[src/rtl/cdr_pkg.sv]
// cdr_pkg
// Shared definitions for the clock-recovery lock sequencer.
//   - cdr_state_e : sequencer state encoding, also driven on state_o
//   - *_DEF       : default widths and tolerances used by the top and checker
//   - sat_add     : addition that clamps at the all-ones value of a given width
//   - sat_sub     : subtraction that floors at zero
// Optional feature macro used by the files that import this package: CDR_TRACK_EN
package cdr_pkg;

    localparam int CLK_LEN_DEF = 32;
    localparam int TOL_DEF     = 2;
    localparam int MAX_RUN_DEF = 8;

    // Widest value the saturating helpers operate on; callers zero-extend
    // into this width and cast the result back to their own width.
    localparam int MAX_W = 64;

    typedef enum logic [2:0] {
        ST_IDLE    = 3'd0,
        ST_ACQUIRE = 3'd1,
        ST_VERIFY  = 3'd2,
        ST_LOCKED  = 3'd3,
        ST_LOST    = 3'd4
    } cdr_state_e;

    // Adds a and b and clamps to (2**width)-1 so that a narrow register
    // holding the result never wraps around.
    function automatic logic [MAX_W-1:0] sat_add(input logic [MAX_W-1:0] a,
                                                 input logic [MAX_W-1:0] b,
                                                 input int width);
        logic [MAX_W:0]   sum;
        logic [MAX_W-1:0] lim;
        lim = (width >= MAX_W) ? '1 : ((MAX_W'(1) << width) - MAX_W'(1));
        sum = {1'b0, a} + {1'b0, b};
        if (sum > {1'b0, lim}) begin
            return lim;
        end
        return sum[MAX_W-1:0];
    endfunction

    // Subtracts b from a, returning zero instead of wrapping.
    function automatic logic [MAX_W-1:0] sat_sub(input logic [MAX_W-1:0] a,
                                                 input logic [MAX_W-1:0] b);
        return (a > b) ? (a - b) : '0;
    endfunction

endpackage

[src/rtl/cdr_run_checker.sv]
// cdr_run_checker
// Classifies one measured edge-to-edge interval against the current bit period.
// The interval is reduced by repeated subtraction of the period until the
// residue falls inside the upper tolerance; the interval is good when that
// residue is within +/-TOL of one period and the number of bit periods it
// spans does not exceed MAX_RUN.
// Ports:
//   clk_300M, rst : clock and asynchronous active-high reset
//   clear         : abandon any check in progress (held while not checking)
//   start         : begin a new check with interval/period (overrides a busy check)
//   interval      : measured edge-to-edge interval in ticks
//   period        : current bit period estimate in ticks
//   busy          : a check is in progress
//   done          : the check finishes this cycle; good is valid
//   good          : verdict of the finishing check
//   res_fast/slow : (CDR_TRACK_EN only) finishing single-run check whose
//                   residue lies above/below the period
module cdr_run_checker
    import cdr_pkg::*;
#(
    parameter int CLK_LEN = CLK_LEN_DEF,
    parameter int TOL     = TOL_DEF,
    parameter int MAX_RUN = MAX_RUN_DEF
) (
    input  logic               clk_300M,
    input  logic               rst,
    input  logic               clear,
    input  logic               start,
    input  logic [CLK_LEN-1:0] interval,
    input  logic [CLK_LEN-1:0] period,
    output logic               busy,
    output logic               done,
`ifdef CDR_TRACK_EN
    output logic               res_fast,
    output logic               res_slow,
`endif
    output logic               good
);

    logic [CLK_LEN-1:0] residue_q, residue_d;
    logic [CLK_LEN-1:0] runs_q, runs_d;
    logic               busy_q, busy_d;
    logic [MAX_W-1:0]   hi_w, lo_w;
    logic               over;

    // The tolerance window is evaluated in the wide helper width so the
    // upper bound can clamp at all-ones and the lower bound at zero. While
    // the residue sits above the window another whole period is peeled off;
    // since that only happens when residue > period+TOL the subtraction
    // cannot underflow. The run counter saturates so a degenerate period
    // cannot make it wrap back into the legal range.
    always_comb begin
        hi_w      = sat_add(MAX_W'(period), MAX_W'(TOL), CLK_LEN);
        lo_w      = sat_sub(MAX_W'(period), MAX_W'(TOL));
        over      = MAX_W'(residue_q) > hi_w;
        residue_d = residue_q;
        runs_d    = runs_q;
        busy_d    = busy_q;
        if (clear) begin
            busy_d = 1'b0;
        end else if (start) begin
            residue_d = interval;
            runs_d    = CLK_LEN'(1);
            busy_d    = 1'b1;
        end else if (busy_q) begin
            if (over) begin
                residue_d = residue_q - period;
                runs_d    = CLK_LEN'(sat_add(MAX_W'(runs_q), MAX_W'(1), CLK_LEN));
            end else begin
                busy_d = 1'b0;
            end
        end
    end

    // A check finishes in the first busy cycle whose residue is no longer
    // above the window, so the verdict only needs the lower bound and the
    // run-length limit.
    always_comb begin
        done = busy_q && !over;
        good = done && (MAX_W'(residue_q) >= lo_w) && (runs_q <= CLK_LEN'(MAX_RUN));
`ifdef CDR_TRACK_EN
        res_fast = good && (runs_q == CLK_LEN'(1)) && (residue_q > period);
        res_slow = good && (runs_q == CLK_LEN'(1)) && (residue_q < period);
`endif
    end

    assign busy = busy_q;

    // Reset drops any check in flight immediately.
    always_ff @(posedge clk_300M or posedge rst) begin
        if (rst) begin
            residue_q <= '0;
            runs_q    <= '0;
            busy_q    <= 1'b0;
        end else begin
            residue_q <= residue_d;
            runs_q    <= runs_d;
            busy_q    <= busy_d;
        end
    end

endmodule

[src/rtl/cdr_lock_sequencer.sv]
// cdr_lock_sequencer
// Acquisition and lock controller for the bit-clock recovery datapath.
// Acquires the bit period as the shortest non-glitch interval seen over a
// window of edges, verifies it against a run of consecutive edges, holds lock
// while edges keep fitting, and re-acquires after losing lock or timing out.
// Optional macro CDR_TRACK_EN: while locked, nudge period_est by one tick
// after a net drift of eight single-run residues in the same direction.
// Ports:
//   clk_300M      : 300 MHz clock shared with the datapath
//   rst           : asynchronous active-high reset
//   enable        : 0 forces IDLE
//   edge_stb      : one-cycle strobe per detected falling edge
//   edge_interval : ticks since the previous edge, valid with edge_stb
//   period_est    : bit period handed to the recovery NCO
//   est_clear     : one-cycle pulse asking the datapath to resync its phase
//   locked        : lock indicator
//   state_o       : current state encoding
//   loss_count    : saturating count of lock-loss events
module cdr_lock_sequencer
    import cdr_pkg::*;
#(
    parameter int CLK_LEN      = CLK_LEN_DEF,
    parameter int ACQ_EDGES    = 64,
    parameter int MIN_INTERVAL = 4,
    parameter int TOL          = TOL_DEF,
    parameter int MAX_RUN      = MAX_RUN_DEF,
    parameter int LOCK_EDGES   = 16,
    parameter int MISS_LIMIT   = 4,
    parameter int TIMEOUT      = 1048576
) (
    input  logic               clk_300M,
    input  logic               rst,
    input  logic               enable,
    input  logic               edge_stb,
    input  logic [CLK_LEN-1:0] edge_interval,
    output logic [CLK_LEN-1:0] period_est,
    output logic               est_clear,
    output logic               locked,
    output logic [2:0]         state_o,
    output logic [7:0]         loss_count
);

    localparam int ACQ_W  = $clog2(ACQ_EDGES + 1);
    localparam int GOOD_W = $clog2(LOCK_EDGES + 1);
    localparam int BAD_W  = $clog2(MISS_LIMIT + 1);
    localparam int IDLE_W = $clog2(TIMEOUT + 1);

    cdr_state_e         state_q, state_d;
    logic [CLK_LEN-1:0] period_est_q, period_est_d;
    logic [CLK_LEN-1:0] min_q, min_d, new_min;
    logic               est_clear_q, est_clear_d;
    logic               locked_q, locked_d;
    logic [7:0]         loss_count_q, loss_count_d;
    logic [ACQ_W-1:0]   acq_cnt_q, acq_cnt_d, acq_next;
    logic [GOOD_W-1:0]  good_cnt_q, good_cnt_d, good_next;
    logic [BAD_W-1:0]   bad_cnt_q, bad_cnt_d, bad_next;
    logic [IDLE_W-1:0]  idle_cnt_q, idle_cnt_d;
`ifdef CDR_TRACK_EN
    logic signed [4:0]  trend_q, trend_d;
    logic               chk_fast, chk_slow;
`endif

    logic in_check, chk_start, chk_clear, chk_busy, chk_done, chk_good;
    logic abort, res_valid, res_good, timeout_hit, go_acq, go_lost;

    // The checker only runs while the period is being verified or tracked;
    // in every other state it is held clear so a stale check cannot leak a
    // verdict into the next verify phase.
    assign in_check  = (state_q == ST_VERIFY) || (state_q == ST_LOCKED);
    assign chk_start = edge_stb && in_check;
    assign chk_clear = !in_check;

    cdr_run_checker #(
        .CLK_LEN (CLK_LEN),
        .TOL     (TOL),
        .MAX_RUN (MAX_RUN)
    ) u_checker (
        .clk_300M (clk_300M),
        .rst      (rst),
        .clear    (chk_clear),
        .start    (chk_start),
        .interval (edge_interval),
        .period   (period_est_q),
        .busy     (chk_busy),
        .done     (chk_done),
`ifdef CDR_TRACK_EN
        .res_fast (chk_fast),
        .res_slow (chk_slow),
`endif
        .good     (chk_good)
    );

    // A new edge arriving while a check is still iterating aborts it; that
    // abort is itself a verdict and always a bad one.
    always_comb begin
        abort       = edge_stb && chk_busy && in_check;
        res_valid   = in_check && (chk_done || abort);
        res_good    = chk_done && chk_good && !abort;
        timeout_hit = idle_cnt_q >= IDLE_W'(TIMEOUT);
        acq_next    = acq_cnt_q + ACQ_W'(1);
        good_next   = good_cnt_q + GOOD_W'(1);
        bad_next    = bad_cnt_q + BAD_W'(1);
        new_min     = (edge_interval < min_q) ? edge_interval : min_q;
    end

    // Next-state logic. Timeouts are tested before check results in each
    // state so a timeout always wins a same-cycle verdict. Every entry into
    // ACQUIRE goes through go_acq so the window, the counters and the phase
    // resync pulse are handled identically whatever caused the restart.
    always_comb begin
        state_d      = state_q;
        period_est_d = period_est_q;
        min_d        = min_q;
        est_clear_d  = 1'b0;
        locked_d     = locked_q;
        loss_count_d = loss_count_q;
        acq_cnt_d    = acq_cnt_q;
        good_cnt_d   = good_cnt_q;
        bad_cnt_d    = bad_cnt_q;
        idle_cnt_d   = edge_stb ? '0 :
                       (timeout_hit ? idle_cnt_q : idle_cnt_q + IDLE_W'(1));
`ifdef CDR_TRACK_EN
        trend_d      = trend_q;
`endif
        go_acq       = 1'b0;
        go_lost      = 1'b0;

        if (!enable) begin
            state_d    = ST_IDLE;
            locked_d   = 1'b0;
            min_d      = '1;
            acq_cnt_d  = '0;
            good_cnt_d = '0;
            bad_cnt_d  = '0;
            idle_cnt_d = '0;
`ifdef CDR_TRACK_EN
            trend_d    = '0;
`endif
        end else begin
            case (state_q)
                ST_IDLE: begin
                    go_acq = 1'b1;
                end
                ST_ACQUIRE: begin
                    if (timeout_hit) begin
                        go_acq = 1'b1;
                    end else if (edge_stb && (edge_interval >= CLK_LEN'(MIN_INTERVAL))) begin
                        min_d     = new_min;
                        acq_cnt_d = acq_next;
                        if (acq_next == ACQ_W'(ACQ_EDGES)) begin
                            period_est_d = new_min;
                            est_clear_d  = 1'b1;
                            good_cnt_d   = '0;
                            bad_cnt_d    = '0;
                            state_d      = ST_VERIFY;
                        end
                    end
                end
                ST_VERIFY: begin
                    if (timeout_hit) begin
                        go_acq = 1'b1;
                    end else if (res_valid) begin
                        if (res_good) begin
                            good_cnt_d = good_next;
                            if (good_next == GOOD_W'(LOCK_EDGES)) begin
                                state_d   = ST_LOCKED;
                                locked_d  = 1'b1;
                                bad_cnt_d = '0;
                            end
                        end else begin
                            good_cnt_d = '0;
                            bad_cnt_d  = bad_next;
                            if (bad_next == BAD_W'(MISS_LIMIT)) begin
                                go_acq = 1'b1;
                            end
                        end
                    end
                end
                ST_LOCKED: begin
                    if (timeout_hit) begin
                        go_lost = 1'b1;
                    end else if (res_valid) begin
                        if (res_good) begin
                            bad_cnt_d = '0;
`ifdef CDR_TRACK_EN
                            if (chk_fast) begin
                                if (trend_q == 5'sd7) begin
                                    period_est_d = CLK_LEN'(sat_add(MAX_W'(period_est_q), MAX_W'(1), CLK_LEN));
                                    trend_d      = '0;
                                end else begin
                                    trend_d = trend_q + 5'sd1;
                                end
                            end else if (chk_slow) begin
                                if (trend_q == -5'sd7) begin
                                    period_est_d = CLK_LEN'(sat_sub(MAX_W'(period_est_q), MAX_W'(1)));
                                    trend_d      = '0;
                                end else begin
                                    trend_d = trend_q - 5'sd1;
                                end
                            end
`endif
                        end else begin
                            bad_cnt_d = bad_next;
`ifdef CDR_TRACK_EN
                            trend_d   = '0;
`endif
                            if (bad_next == BAD_W'(MISS_LIMIT)) begin
                                go_lost = 1'b1;
                            end
                        end
                    end
                end
                ST_LOST: begin
                    go_acq = 1'b1;
                end
                default: begin
                    state_d = ST_IDLE;
                end
            endcase

            if (go_lost) begin
                state_d      = ST_LOST;
                locked_d     = 1'b0;
                loss_count_d = 8'(sat_add(MAX_W'(loss_count_q), MAX_W'(1), 8));
            end

            if (go_acq) begin
                state_d     = ST_ACQUIRE;
                est_clear_d = 1'b1;
                locked_d    = 1'b0;
                min_d       = '1;
                acq_cnt_d   = '0;
                good_cnt_d  = '0;
                bad_cnt_d   = '0;
                idle_cnt_d  = '0;
`ifdef CDR_TRACK_EN
                trend_d     = '0;
`endif
            end
        end
    end

    // State and every output are registered here; period_est comes out of
    // reset as all-ones so the NCO sees no usable period before acquisition.
    always_ff @(posedge clk_300M or posedge rst) begin
        if (rst) begin
            state_q      <= ST_IDLE;
            period_est_q <= '1;
            min_q        <= '1;
            est_clear_q  <= 1'b0;
            locked_q     <= 1'b0;
            loss_count_q <= '0;
            acq_cnt_q    <= '0;
            good_cnt_q   <= '0;
            bad_cnt_q    <= '0;
            idle_cnt_q   <= '0;
`ifdef CDR_TRACK_EN
            trend_q      <= '0;
`endif
        end else begin
            state_q      <= state_d;
            period_est_q <= period_est_d;
            min_q        <= min_d;
            est_clear_q  <= est_clear_d;
            locked_q     <= locked_d;
            loss_count_q <= loss_count_d;
            acq_cnt_q    <= acq_cnt_d;
            good_cnt_q   <= good_cnt_d;
            bad_cnt_q    <= bad_cnt_d;
            idle_cnt_q   <= idle_cnt_d;
`ifdef CDR_TRACK_EN
            trend_q      <= trend_d;
`endif
        end
    end

    assign period_est = period_est_q;
    assign est_clear  = est_clear_q;
    assign locked     = locked_q;
    assign state_o    = state_q;
    assign loss_count = loss_count_q;

endmodule
[config.mk]
export PLATFORM = sky130hd
export DESIGN_NAME = cdr_lock_sequencer
export DESIGN_NICKNAME = d
export VERILOG_FILES = /design/src/rtl/cdr_pkg.sv /design/src/rtl/cdr_run_checker.sv /design/src/rtl/cdr_lock_sequencer.sv
export SDC_FILE = /design/constraint.sdc
export NUM_CORES = 1
export LEC_CHECK = 0
export CAP_MARGIN = 15
export CORE_UTILIZATION = 50
export DETAILED_ROUTE_END_ITERATION = 10
export GPL_TIMING_DRIVEN = 0
export MAX_ROUTING_LAYER = met4
export PLACE_DENSITY = 0.68
export REMOVE_ABC_BUFFERS = 1
export SYNTH_ARGS = -nofsm -noshare
export SYNTH_HDL_FRONTEND = slang
export SYNTH_SLANG_ARGS = --single-unit
[constraint.sdc]
create_clock -name clk_300M -period 6.3 [get_ports clk_300M]
set_input_delay 1.26 -clock clk_300M [delete_from_list [all_inputs] [get_ports clk_300M]]
set_output_delay 1.26 -clock clk_300M [all_outputs]
set_load 0.01 [all_outputs]
==> qor.log, run 1 <==
[detailed_routing] router iterations before antenna repair 5
[sta] Fin Clk Skew 0.01516 ns
[grt] vias in the first global route 13.38k
[synthesis] warning count from the yosys run 0
[sta] Final Hold Slack 0.5229 ns
[pwr] total leakage power 0.007109 uW
[die] effective utilization at floorplan 51.27%
[die] die outline width 174.2 um
[die] full die area 30,360 um^2
[finish] final cell count without fillers 2,248
[grt] number of antenna violations at the first check in global routing 2
[clock_network] H-Tree Depth 4
[clock_network] clock latency of the later-clocked register in the worst-skew pair 0.47 ns
[critical_path] start of the worst register-to-register path period_est[1]$_DFFE_PP1P_
[pwr] Final Power 4929 uW
[critical_path] crit path launch period_est[1]$_DFFE_PP1P_
[synthesis] synthesized flop and latch total 178
[clock_network] clock slew seen by the registers of the worst setup and hold paths 0.08 ns
[synthesis] mux cell area share after synthesis 4.976%
[sta] Max Slew Vio Count 0
[detailed_routing] Wirelength per Cell 19.49 um
[grt] GRT Util Overall 30.23%
[sta] Final period util 94.58%
[finish] share of cells above drive strength 1 9.452%
[pwr] peak supply drop 205.9 uV
[placement] DP Area 16,010 um^2
[synthesis] Main synth FF type sky130_fd_sc_hd__dfrtp_1
[critical_path] cell with the largest stage delay on the worst path sky130_fd_sc_hd__dfstp_4
[clock_network] CTS tree done
[grt] GR Overflow Total 0
[critical_path] cell breakdown of the critical path ha_1 > nand3_2 > or3_4 > nor2_2 > nand4_1 > xnor2_1 > a2111oi_1 > o2111ai_1 > o21ai_2 > nor2_1 > ha_1 > nor2b_1 > o211ai_1 > a211oi_1 > or3_1 > o21ai_4 > nand4_1 > or4_1 > o221ai_2 > mux2_2
[synthesis] mean cell area of the mapped netlist 8.164 um^2
[grt] global-route wire length before repair 71.06 mm
[finish] Layout Area Growth over Synthesis 13.54%
[detailed_routing] highest metal used met4
[critical_path] required arrival time at the worst endpoint 6.66 ns
[critical_path] launching element type of the critical path flop
[detailed_routing] final wirelength 43.81 mm
[critical_path] worst setup path class flop to flop
[synthesis] share of the synthesized netlist area taken by xor and xnor gates 6.672%
[grt] maximum number of pins on one net before global-route repair 103
[synthesis] count of flip-flops with a built-in enable after synthesis 0
[sta] Relative slew margins 25.04%
[synthesis] simple-gate share of the synthesized area 23.58%
[die] Ports 81
[critical_path] highest cell delay on the worst timing path 0.72 ns
[detailed_routing] Routed met2 length 20.65 mm
[synthesis] share of synthesized registers carrying an async set or reset 100.0%
[die] total core area 28,940 um^2
[detailed_routing] Routed met1 length 19.60 mm
[clock_network] maximum clock path buffer count 2
[clock_network] total of hold buffers inserted after clock tree synthesis 0
[flow_run] number of violations of the max-capacitance limit 0
[synthesis] summed instance area of the synthesized netlist 14,830 um^2
[synthesis] adder-cell area share of the yosys netlist 11.94%
[detailed_routing] sum of met3 wire segment lengths after detailed routing 2.219 mm
[critical_path] worst-path maximum fanout 11
[sta] fmax 167.8 MHz
[placement] final RePlAce weighted congestion 0.9394
[finish] final standard cell area without fillers 16,840 um^2
[clock_network] cell at the root of the clock tree sky130_fd_sc_hd__clkbuf_16
[run_status] result of the run finished clean
[sta] clock period minus worst slack 5.959 ns
[detailed_routing] Via Count 13.69k
[sta] RSZ-0062 raised after global routing false
[pwr] total power per unit cell area 292.7 nW/um^2
[detailed_routing] number of remaining DRC errors 0
[clock_network] CTS sink cnt 178
[synthesis] post-synthesis cell count 1,817
[placement] Placed Cells incl. Taps 2,202
[synthesis] main combinational cell family by area after synthesis simple AND/OR/NAND/NOR gates
[placement] Port Buffers 80
[clock_network] number of buffers created by CTS 17
[placement] post-detail-place hpwl 32.01 mm
[sta] number of hold violations in the final report 0
[synthesis] sequential element share of the synthesized area 30.57%
[finish] Layout Utilization 58.21%
[synthesis] compound-gate portion of the synthesized area 17.48%
[min_path] worst min path class flop to flop
[detailed_routing] number of nets still failing antenna checks after routing 0
[detailed_routing] number of violations reported at the end of detailed-routing iteration 0 1,036
[sta] Worst Tran Pin Value 1.124 ns
[finish] final layout net count 2,026
[detailed_routing] via-per-instance ratio 6.089
[die] number of placement rows 62
[critical_path] type of destination of the critical path flop
[synthesis] Yosys cell types 78
[die] die height 174.2 um
[sta] number of setup violations in the final report 0
[min_path] worst min-delay path startpoint bad_cnt_q[1]$_DFFE_PP0P_
[critical_path] critical path arrival 6.32 ns
layout make-up:
| class | instances | area, um^2 |
|---|---|---|
| tap | 384 | 480.5 |
| clock buffer | 17 | 425.4 |
| timing repair buffer | 102 | 1109 |
| fill | 2564 | 12090 |
| multi-input combinational | 1457 | 9737 |
| clock inverter | 15 | 187.7 |
| antenna | 2 | 5.005 |
| inverter | 93 | 360.3 |
| sequential | 178 | 4538 |
layer usage:
layer	track usage (%)	up-vias
met2	48.47	406
met3	3.871	74
li1	-	6626
met1	38.55	6581
met4	12.17	0
met5	-	-
through the flow:
stage / worst slack, ns / TNS (ns)
2_1_floorplan: -1.131 / -29.60
3_3_place_gp: -5.133 / -650.05
3_5_place_dp: -1.179 / -59.46
4_1_cts: 0.003183 / 0
5_1_grt: 0.003365 / 0
6_report: 0.3413 / 0
cell usage in the layout, fill, tap and decap left out, types with 36 or more instances in the layout:
cell                                n
sky130_fd_sc_hd__nor2_1           155
sky130_fd_sc_hd__nand3_1           75
sky130_fd_sc_hd__a21oi_1           83
sky130_fd_sc_hd__nor3_1            39
sky130_fd_sc_hd__dfrtp_1          114
sky130_fd_sc_hd__nor4_1            36
sky130_fd_sc_hd__inv_1             90
sky130_fd_sc_hd__nand2_1          218
sky130_fd_sc_hd__xnor2_1           75
sky130_fd_sc_hd__xor2_1            38
sky130_fd_sc_hd__dfstp_2           63
sky130_fd_sc_hd__clkdlybuf4s50_1   80
sky130_fd_sc_hd__ha_1             140
sky130_fd_sc_hd__o21ai_0          141
sky130_fd_sc_hd__nand4_1           45
sky130_fd_sc_hd__mux2i_1           67
report_power, final:
part	internal [uW]	switching, uW
registers	1290	210
clock network	573	559
logic	967	1330
state kept, by name (all words and copies together), names as in the netlist:
signal and count:
bad_cnt_q 3, loss_count 8, est_clear 1, u_checker.busy 1, idle_cnt_q 21, period_est 32
acq_cnt_q 7, locked 1, good_cnt_q 5, state_o 3, u_checker.runs_q 32, min_q 32
u_checker.residue_q 32
kinds of logic (layout without fill, tap and decap cells):
group,Yosys count,in the layout
muxes,73,73
xor gates and xnor gates,113,113
other,0,2
DFF,178,178
adders and majority gates,141,141
and+or+nand+nor,716,717
AOI/OAI and AO/OA,413,413
buffers and inverters,183,227
critical path, delay by kind of cell (launching register included):
family          cells  cell delay [ns]
simple gates        9             2.43
compound gates      7             1.58
flops               1             0.72
fa+ha+maj           2             0.56
mux                 1             0.37
xor+xnor            1             0.19
cells in the mapped netlist (14+ instances only):
library cell / instances / area share [%]
sky130_fd_sc_hd__o21ai_1: 14 / 0.47
sky130_fd_sc_hd__nand4_1: 45 / 1.9
sky130_fd_sc_hd__xnor2_1: 75 / 4.4
sky130_fd_sc_hd__a22oi_1: 22 / 1.1
sky130_fd_sc_hd__and3_1: 17 / 0.72
sky130_fd_sc_hd__ha_1: 140 / 12
sky130_fd_sc_hd__clkbuf_1: 67 / 1.7
sky130_fd_sc_hd__nand2_1: 219 / 5.5
sky130_fd_sc_hd__xor2_1: 38 / 2.2
sky130_fd_sc_hd__a21oi_1: 83 / 2.8
sky130_fd_sc_hd__dfstp_2: 64 / 11
sky130_fd_sc_hd__inv_1: 92 / 2.3
sky130_fd_sc_hd__nor3_1: 41 / 1.4
sky130_fd_sc_hd__dfrtp_1: 114 / 19
sky130_fd_sc_hd__nor2b_1: 16 / 0.67
sky130_fd_sc_hd__or3_1: 14 / 0.59
sky130_fd_sc_hd__a31oi_1: 15 / 0.63
sky130_fd_sc_hd__and2_1: 16 / 0.67
sky130_fd_sc_hd__mux2i_1: 67 / 4.5
sky130_fd_sc_hd__nor4_1: 36 / 1.5
sky130_fd_sc_hd__nand3_1: 77 / 2.6
sky130_fd_sc_hd__nor2_1: 159 / 4.0
sky130_fd_sc_hd__a21o_1: 23 / 1.2
sky130_fd_sc_hd__o21ai_0: 141 / 4.8
sky130_fd_sc_hd__nand2b_1: 15 / 0.63
timing repair:
action / in CTS / in global routing
buffers inserted: 3 / 7
cloned: 0 / 1
endpoints found under the setup margin: 126 / 84
pin swaps: 2 / 3
gates resized for setup: 8 / 16
path summary, 6_finish.rpt:
| check | to | slack, ns | cells after the start |
|---|---|---|---|
| min reg2reg | bad_cnt_q[1]$_DFFE_PP0P_ | 0.52 | 1 |
| max in group asynchronous | min_q[15]$_DFFE_PP1P_ | 4.08 | 3 |
| max | bad_cnt_q[0]$_DFFE_PP0P_ | 0.34 | 20 |
| min | bad_cnt_q[1]$_DFFE_PP0P_ | 0.52 | 1 |
| max reg2reg | bad_cnt_q[0]$_DFFE_PP0P_ | 0.34 | 20 |
| min in group asynchronous | u_checker.runs_q[13]$_DFFE_PP0P_ | 1.31 | 2 |
Note: power is estimated with default switching activity, not from simulation.
==> run 2: changes to the inputs <==
--- a/config.mk
+++ b/config.mk
@@ -5,7 +5,6 @@
 export SDC_FILE = /design/constraint.sdc
 export NUM_CORES = 1
 export LEC_CHECK = 0
-export CAP_MARGIN = 15
 export CORE_UTILIZATION = 50
 export DETAILED_ROUTE_END_ITERATION = 10
 export GPL_TIMING_DRIVEN = 0
==> qor.log, run 2 (synthesized netlist as in run 1, its figures left out) <==
[grt] vias in the first global route 13.30k [-0.57%]
[detailed_routing] Via Count 13.76k [+0.53%]
[finish] top library cells by usage in the layout, fill and taps aside sky130_fd_sc_hd__nand2_1, sky130_fd_sc_hd__nor2_1, sky130_fd_sc_hd__o21ai_0, sky130_fd_sc_hd__ha_1, sky130_fd_sc_hd__dfrtp_1
[critical_path] worst setup path class flop to flop
[grt] GR Overflow Total 0 [unchanged]
[clock_network] H-Tree Depth 4 [unchanged]
[run_status] result of the run finished clean
[sta] Worst Tran Pin Value 1.179 ns [+0.05437 ns]
[placement] Post-Place Worst Slack -1.139 ns [+0.03946 ns]
[clock_network] clock latency of the later-clocked register in the worst-skew pair 0.47 ns [about the same]
[finish] leading cell type in the layout, fill and taps excluded sky130_fd_sc_hd__nand2_1
[min_path] worst min-delay path startpoint bad_cnt_q[1]$_DFFE_PP0P_
[critical_path] launching element type of the critical path flop
[sta] Relative slew margins 21.42% [-3.6 points]
[pwr] total leakage power 0.007099 uW [-0.13%]
[finish] combined area of the multi-input logic cells 9724 um^2 [-0.13%]
[sta] Fin Clk Skew 0.01445 ns [-0.0007095 ns]
[finish] share of cells above drive strength 1 9.447% [about the same]
[critical_path] worst-path maximum fanout 11 [unchanged]
[sta] Max Slew Vio Count 0 [unchanged]
[sta] fmax 168.3 MHz [+0.27%]
[grt] global-route wire length before repair 71.48 mm [+0.59%]
[finish] final cell count without fillers 2,249 [+0.044%]
[critical_path] type of destination of the critical path flop
[sta] Final period util 94.33% [-0.25 points]
[min_path] number of instances on the worst hold path 1 [unchanged]
[min_path] endpoint of the worst hold path bad_cnt_q[1]$_DFFE_PP0P_
[critical_path] depth of the worst register-to-register path 20 [unchanged]
[sta] clock period minus worst slack 5.943 ns [-0.01605 ns]
[critical_path] required arrival time at the worst endpoint 6.66 ns [about the same]
[critical_path] cell with the largest stage delay on the worst path sky130_fd_sc_hd__dfstp_2
[critical_path] register-to-register setup slack 0.36 ns [+0.02 ns]
[placement] Placed Cells incl. Taps 2,201 [-0.045%]
[die] die outline width 174.2 um [unchanged]
[critical_path] critical path arrival 6.30 ns [-0.02 ns]
[min_path] worst min path class flop to flop
[die] number of placement rows 62 [unchanged]
[clock_network] maximum clock path buffer count 2 [unchanged]
[detailed_routing] number of remaining DRC errors 0 [unchanged]
[die] full die area 30,360 um^2 [unchanged]
[sta] setup TNS 0 ns [unchanged]
[critical_path] kind of cell adding the most delay to the critical path simple AND/OR/NAND/NOR gates
[detailed_routing] via-per-instance ratio 6.118 [+0.48%]
[grt] number of antenna violations at the first check in global routing 1 [-1]
[clock_network] CTS sink cnt 178 [unchanged]
[sta] RSZ-0062 raised after global routing false
[critical_path] cell breakdown of the critical path ha_1 > nand3_2 > or3_4 > nor2_2 > nand4_1 > xnor2_1 > a2111oi_2 > o2111ai_1 > o21ai_2 > nor2_1 > ha_1 > nor2b_1 > o211ai_1 > a211oi_1 > or3_1 > o21ai_2 > nand4_1 > or4_4 > o221ai_2 > mux2_2
[clock_network] total of hold buffers inserted after clock tree synthesis 0 [unchanged]
[placement] final RePlAce weighted congestion 0.9394 [unchanged]
[die] effective utilization at floorplan 51.27% [unchanged]
[detailed_routing] final wirelength 43.76 mm [-0.11%]
[finish] layout filler cell count 2,576 [+0.47%]
[sta] smallest setup slack after layout 0.3573 ns [+0.01605 ns]
[pwr] total power per unit cell area 292.2 nW/um^2 [-0.17%]
[placement] post-detail-place hpwl 31.89 mm [-0.39%]
[die] die height 174.2 um [unchanged]
[clock_network] CTS tree done
[detailed_routing] router iterations before antenna repair 6 [+1]
[die] Ports 81 [unchanged]
[die] total core area 28,940 um^2 [unchanged]
[detailed_routing] Wirelength per Cell 19.46 um [-0.15%]
[grt] maximum number of pins on one net before global-route repair 103 [unchanged]
[sta] Final Hold Slack 0.5227 ns [-0.0001890 ns]
[grt] GRT Util Overall 30.53% [+0.30 points]
[critical_path] Worst Path Buf+Inv 0 [unchanged]
[finish] Layout Area Growth over Synthesis 13.26%
[finish] final layout net count 2,027 [+0.049%]
[detailed_routing] number of violations reported at the end of detailed-routing iteration 0 1,102 [+6.4%]
[pwr] peak supply drop 227.9 uV [+11%]
[critical_path] highest cell delay on the worst timing path 0.67 ns [-0.05 ns]
[sta] number of hold violations in the final report 0 [unchanged]
[detailed_routing] number of nets still failing antenna checks after routing 0 [unchanged]
[critical_path] reg-to-reg critical path endpoint bad_cnt_q[0]$_DFFE_PP0P_
[clock_network] cell at the root of the clock tree sky130_fd_sc_hd__clkbuf_16
[clock_network] clock slew seen by the registers of the worst setup and hold paths 0.08 ns [about the same]
[placement] Port Buffers 80 [unchanged]
[critical_path] start of the worst register-to-register path period_est[2]$_DFFE_PP1P_
[clock_network] number of buffers created by CTS 17 [unchanged]
[flow_run] number of violations of the max-capacitance limit 0 [unchanged]
[finish] area taken by flip-flops and latches 4534 um^2 [about the same]
[sta] number of setup violations in the final report 0 [unchanged]
run 2: through the flow:
stage	utilization [%]	area, um^2	power, uW
6_report	58.06	16800	4909
5_1_grt	58.06	16800	5259
4_1_cts	57.68	16690	4889
3_5_place_dp	55.27	15990	3710
3_3_place_gp	54.45	15760	3637
2_1_floorplan	-	14470	3079
run 2: final cells by class:
class | count | area share, %
inverter | 93 | 2.145
antenna | 2 | 0.02979
clock buffer | 17 | 2.532
multi-input combinational | 1458 | 57.88
timing repair buffer | 102 | 6.479
clock inverter | 15 | 1.087
sequential | 178 | 26.99
tap | 384 | 2.860
run 2: timing repair:
action / CTS / global route
gates resized for setup: 7 / 14
cloned: 2 / 0
setup endpoints to repair: 123 / 119
pin swaps: 5 / 1
buffers inserted: 6 / 6
run 2: worst max path at each step:
stage / end / cells past startpoint / from / slack (ns)
after floorplan: idle_cnt_q[14]$_DFFE_PP0P_ / 17 / period_est[14]$_DFFE_PP1P_ / -1.13
after global placement: idle_cnt_q[14]$_DFFE_PP0P_ / 17 / period_est[10]$_DFFE_PP1P_ / -5.13
after detailed placement: idle_cnt_q[14]$_DFFE_PP0P_ / 17 / period_est[10]$_DFFE_PP1P_ / -1.14
after CTS: bad_cnt_q[0]$_DFFE_PP0P_ / 20 / period_est[1]$_DFFE_PP1P_ / 0.1
after global routing: bad_cnt_q[0]$_DFFE_PP0P_ / 20 / period_est[2]$_DFFE_PP1P_ / 0.02
final: bad_cnt_q[0]$_DFFE_PP0P_ / 20 / period_est[2]$_DFFE_PP1P_ / 0.36
run 2: per-layer routing:
metal  wire length (um)  global-route usage, %  vias to the layer above  part of all wire (%)
li1                   -                      -                     6627                     -
met1              19680                  39.25                     6672                    45
met2              20520                  48.39                      388                    47
met3               2221                  4.506                       72                   5.1
met4               1344                  11.66                        0                   3.1
met5                  0                      -                        -                     0
run 2: power by group:
| group | switching [uW] | internal, uW | total, uW |
|---|---|---|---|
| clock | 557 | 573 | 1130 |
| sequential | 208 | 1290 | 1500 |
| combinational | 1320 | 962 | 2280 |
==> run 3: changes to the inputs <==
--- a/config.mk
+++ b/config.mk
@@ -5,12 +5,13 @@
 export SDC_FILE = /design/constraint.sdc
 export NUM_CORES = 1
 export LEC_CHECK = 0
-export CORE_UTILIZATION = 50
+export CORE_UTILIZATION = 51
 export DETAILED_ROUTE_END_ITERATION = 10
 export GPL_TIMING_DRIVEN = 0
 export MAX_ROUTING_LAYER = met4
-export PLACE_DENSITY = 0.68
+export PLACE_DENSITY = 0.67
 export REMOVE_ABC_BUFFERS = 1
+export SETUP_SLACK_MARGIN = 0.3
 export SYNTH_ARGS = -nofsm -noshare
 export SYNTH_HDL_FRONTEND = slang
 export SYNTH_SLANG_ARGS = --single-unit
==> constraint.sdc (replaced) <==
create_clock -name clk_300M -period 5.8 [get_ports clk_300M]
set_input_delay 1.16 -clock clk_300M [delete_from_list [all_inputs] [get_ports clk_300M]]
set_output_delay 1.16 -clock clk_300M [all_outputs]
set_load 0.01 [all_outputs]
==> qor.log, run 3 (synthesized netlist as in run 1, its figures left out) <==
[sta] number of hold violations in the final report 0 [unchanged]
[clock_network] H-Tree Depth 4 [unchanged]
[critical_path] start of the worst register-to-register path period_est[15]$_DFFE_PP1P_
[detailed_routing] number of violations reported at the end of detailed-routing iteration 0 1,172 [+6.4%]
[die] total core area 28,630 um^2 [-1.1%]
[sta] number of setup violations in the final report 0 [unchanged]
[finish] share of cells above drive strength 1 12.82% [+3.4 points]
[placement] Port Buffers 80 [unchanged]
[pwr] combinational share of power 47.2% [+0.8 points]
[pwr] peak supply drop 218.9 uV [-4.0%]
[pwr] total power per unit cell area 311.9 nW/um^2 [+6.8%]
[detailed_routing] final wirelength 45.27 mm [+3.5%]
[min_path] worst min path class flop to flop
[clock_network] total of hold buffers inserted after clock tree synthesis 0 [unchanged]
[finish] Layout Utilization 60.82% [+2.8 points]
[critical_path] CP most frequent cell sky130_fd_sc_hd__nand4_1
[flow_run] number of violations of the max-capacitance limit 0 [unchanged]
[die] Ports 81 [unchanged]
[sta] clock period minus worst slack 5.344 ns [-0.5983 ns]
[critical_path] cell breakdown of the critical path nand4_1 > or4_4 > nor3_4 > nand4_1 > nor2_4 > and3_4 > nor2b_1 > ha_1 > a21o_1 > or3_1 > o211ai_1 > nand2_1 > o21ai_4 > nand4_1 > or4_4 > o221ai_4 > mux2_4
[sta] Relative slew margins 21.03% [-0.39 points]
[pwr] Internal Pwr Total 3114 uW [+10%]
[clock_network] cell at the root of the clock tree sky130_fd_sc_hd__clkbuf_16
[pwr] total leakage power 0.007410 uW [+4.4%]
[detailed_routing] via-per-instance ratio 6.102 [-0.26%]
[placement] post-detail-place hpwl 32.04 mm [+0.49%]
[clock_network] maximum clock path buffer count 2 [unchanged]
[grt] global-route wire length before repair 72.97 mm [+2.1%]
[pwr] switching share of total power 42.65% [+0.21 points]
[placement] final RePlAce weighted congestion 0.9467 [+0.78%]
[min_path] worst min-delay path startpoint period_est[15]$_DFFE_PP1P_
[clock_network] clock slew seen by the registers of the worst setup and hold paths 0.07 ns [about the same]
[die] full die area 29,770 um^2 [-1.9%]
[sta] RSZ-0062 raised after global routing true
[critical_path] critical path arrival 5.69 ns [-0.61 ns]
[finish] leading cell type in the layout, fill and taps excluded sky130_fd_sc_hd__nand2_1
[sta] Worst Tran Pin Value 1.185 ns [+0.005792 ns]
[sta] Final Hold Slack 0.5345 ns [+0.01179 ns]
[critical_path] crit path launch period_est[15]$_DFFE_PP1P_
[detailed_routing] router iterations before antenna repair 5 [-1]
[clock_network] CTS sink cnt 178 [unchanged]
[detailed_routing] Via Count 14.01k [+1.8%]
[clock_network] CTS tree done
[finish] final layout net count 2,075 [+2.4%]
[finish] top library cells by usage in the layout, fill and taps aside sky130_fd_sc_hd__nand2_1, sky130_fd_sc_hd__nor2_1, sky130_fd_sc_hd__o21ai_0, sky130_fd_sc_hd__ha_1, sky130_fd_sc_hd__dfrtp_1
[critical_path] cell with the largest stage delay on the worst path sky130_fd_sc_hd__or4_4
[pwr] net switching power 2316 uW [+11%]
[sta] Max Slew Vio Count 0 [unchanged]
[sta] Fin Clk Skew 0.01677 ns [+0.002320 ns]
[grt] maximum number of pins on one net before global-route repair 119 [+16%]
[critical_path] highest cell delay on the worst timing path 0.65 ns [-0.02 ns]
[pwr] clock share of power 22.8% [-0.2 points]
[critical_path] required arrival time at the worst endpoint 6.15 ns [-0.51 ns]
[grt] GRT Util Overall 31.57% [+1.0 points]
[finish] Layout Area Growth over Synthesis 17.37%
[clock_network] number of buffers created by CTS 17 [unchanged]
[run_status] result of the run finished clean
[critical_path] worst setup path class flop to flop
[detailed_routing] number of remaining DRC errors 0 [unchanged]
[die] die outline width 172.6 um [-0.97%]
[critical_path] type of destination of the critical path flop
[clock_network] clock latency of the later-clocked register in the worst-skew pair 0.47 ns [about the same]
[critical_path] launching element type of the critical path flop
[sta] fmax 187.1 MHz [+11%]
[die] die height 172.6 um [-0.97%]
[die] number of placement rows 62 [unchanged]
[detailed_routing] Wirelength per Cell 19.72 um [+1.3%]
[grt] GR Overflow Total 0 [unchanged]
[die] effective utilization at floorplan 51.82% [+0.56 points]
[critical_path] worst-path maximum fanout 6 [-5]
[grt] vias in the first global route 13.49k [+1.4%]
[sta] Final period util 92.15% [-2.2 points]
[detailed_routing] number of nets still failing antenna checks after routing 0 [unchanged]
[pwr] Sequential Power Share 30.0% [-0.5 points]
[grt] number of antenna violations at the first check in global routing 1 [unchanged]
-- run 3: worst paths after layout --
kind,endpoint,depth (start not counted),slack (ns)
max,bad_cnt_q[1]$_DFFE_PP0P_,17,0.46
max reg2reg,bad_cnt_q[1]$_DFFE_PP0P_,17,0.46
min in group asynchronous,u_checker.runs_q[13]$_DFFE_PP0P_,2,1.10
min reg2reg,period_est[15]$_DFFE_PP1P_,2,0.53
max in group asynchronous,u_checker.residue_q[21]$_DFFE_PP0P_,3,3.75
min,period_est[15]$_DFFE_PP1P_,2,0.53
-- run 3: critical path: cells and delay by family (launching register included) --
family / cells / cell delay [ns]
AND/OR/NAND/NOR: 11 / 2.99
AO/OA/AOI/OAI: 4 / 1.02
flip-flops: 1 / 0.60
multiplexers: 1 / 0.32
adder cells (fa/ha/maj): 1 / 0.31
-- run 3: area by class of cell --
type                            instances  area [um^2]
Antenna cell                            1        2.502
Clock buffer                           17        425.4
Clock inverter                         15        185.2
Fill cell                            2557        11210
Inverter                               93        360.3
Multi-Input combinational cell       1460         9941
Sequential cell                       178         4538
Tap cell                              384        480.5
Timing Repair Buffer                  148         1478
-- run 3: per-layer routing --
layer	GRT usage [%]	wire (um)
met3	4.464	2353
met4	11.61	1409
met5	-	0
met1	40.97	20200
met2	50.08	21310
-- run 3: power groups by stage --
stage | Sequential (uW) | Combinational (uW) | Clock [uW]
floorplan | 1570 | 1780 | 0
global placement | 1640 | 2310 | 0
detailed placement | 1640 | 2400 | 0
CTS | 1620 | 2500 | 1260
global route | 1650 | 2860 | 1310
finish | 1630 | 2560 | 1240
-- run 3: stage by stage --
| stage | setup TNS (ns) | instances | instance area, um^2 | power (uW) | setup slack [ns] |
|---|---|---|---|---|---|
| global route | 0 | 2296 | 17410 | 5815 | 0.1619 |
| CTS | 0 | 2259 | 16990 | 5377 | 0.3016 |
| detailed placement | -108.76 | 2202 | 16030 | 4042 | -1.564 |
| floorplan | -83.55 | 1727 | 14470 | 3345 | -1.631 |
| finish | 0 | 2296 | 17410 | 5431 | 0.4556 |
| global placement | -807.77 | 2191 | 15760 | 3957 | -5.498 |
-- run 3: repair_timing --
item / in CTS / in global routing
pin swaps: 8 / 24
gates resized for setup: 30 / 29
cloned: 3 / 1
setup buffers: 22 / 35
setup endpoints to repair: 146 / 132
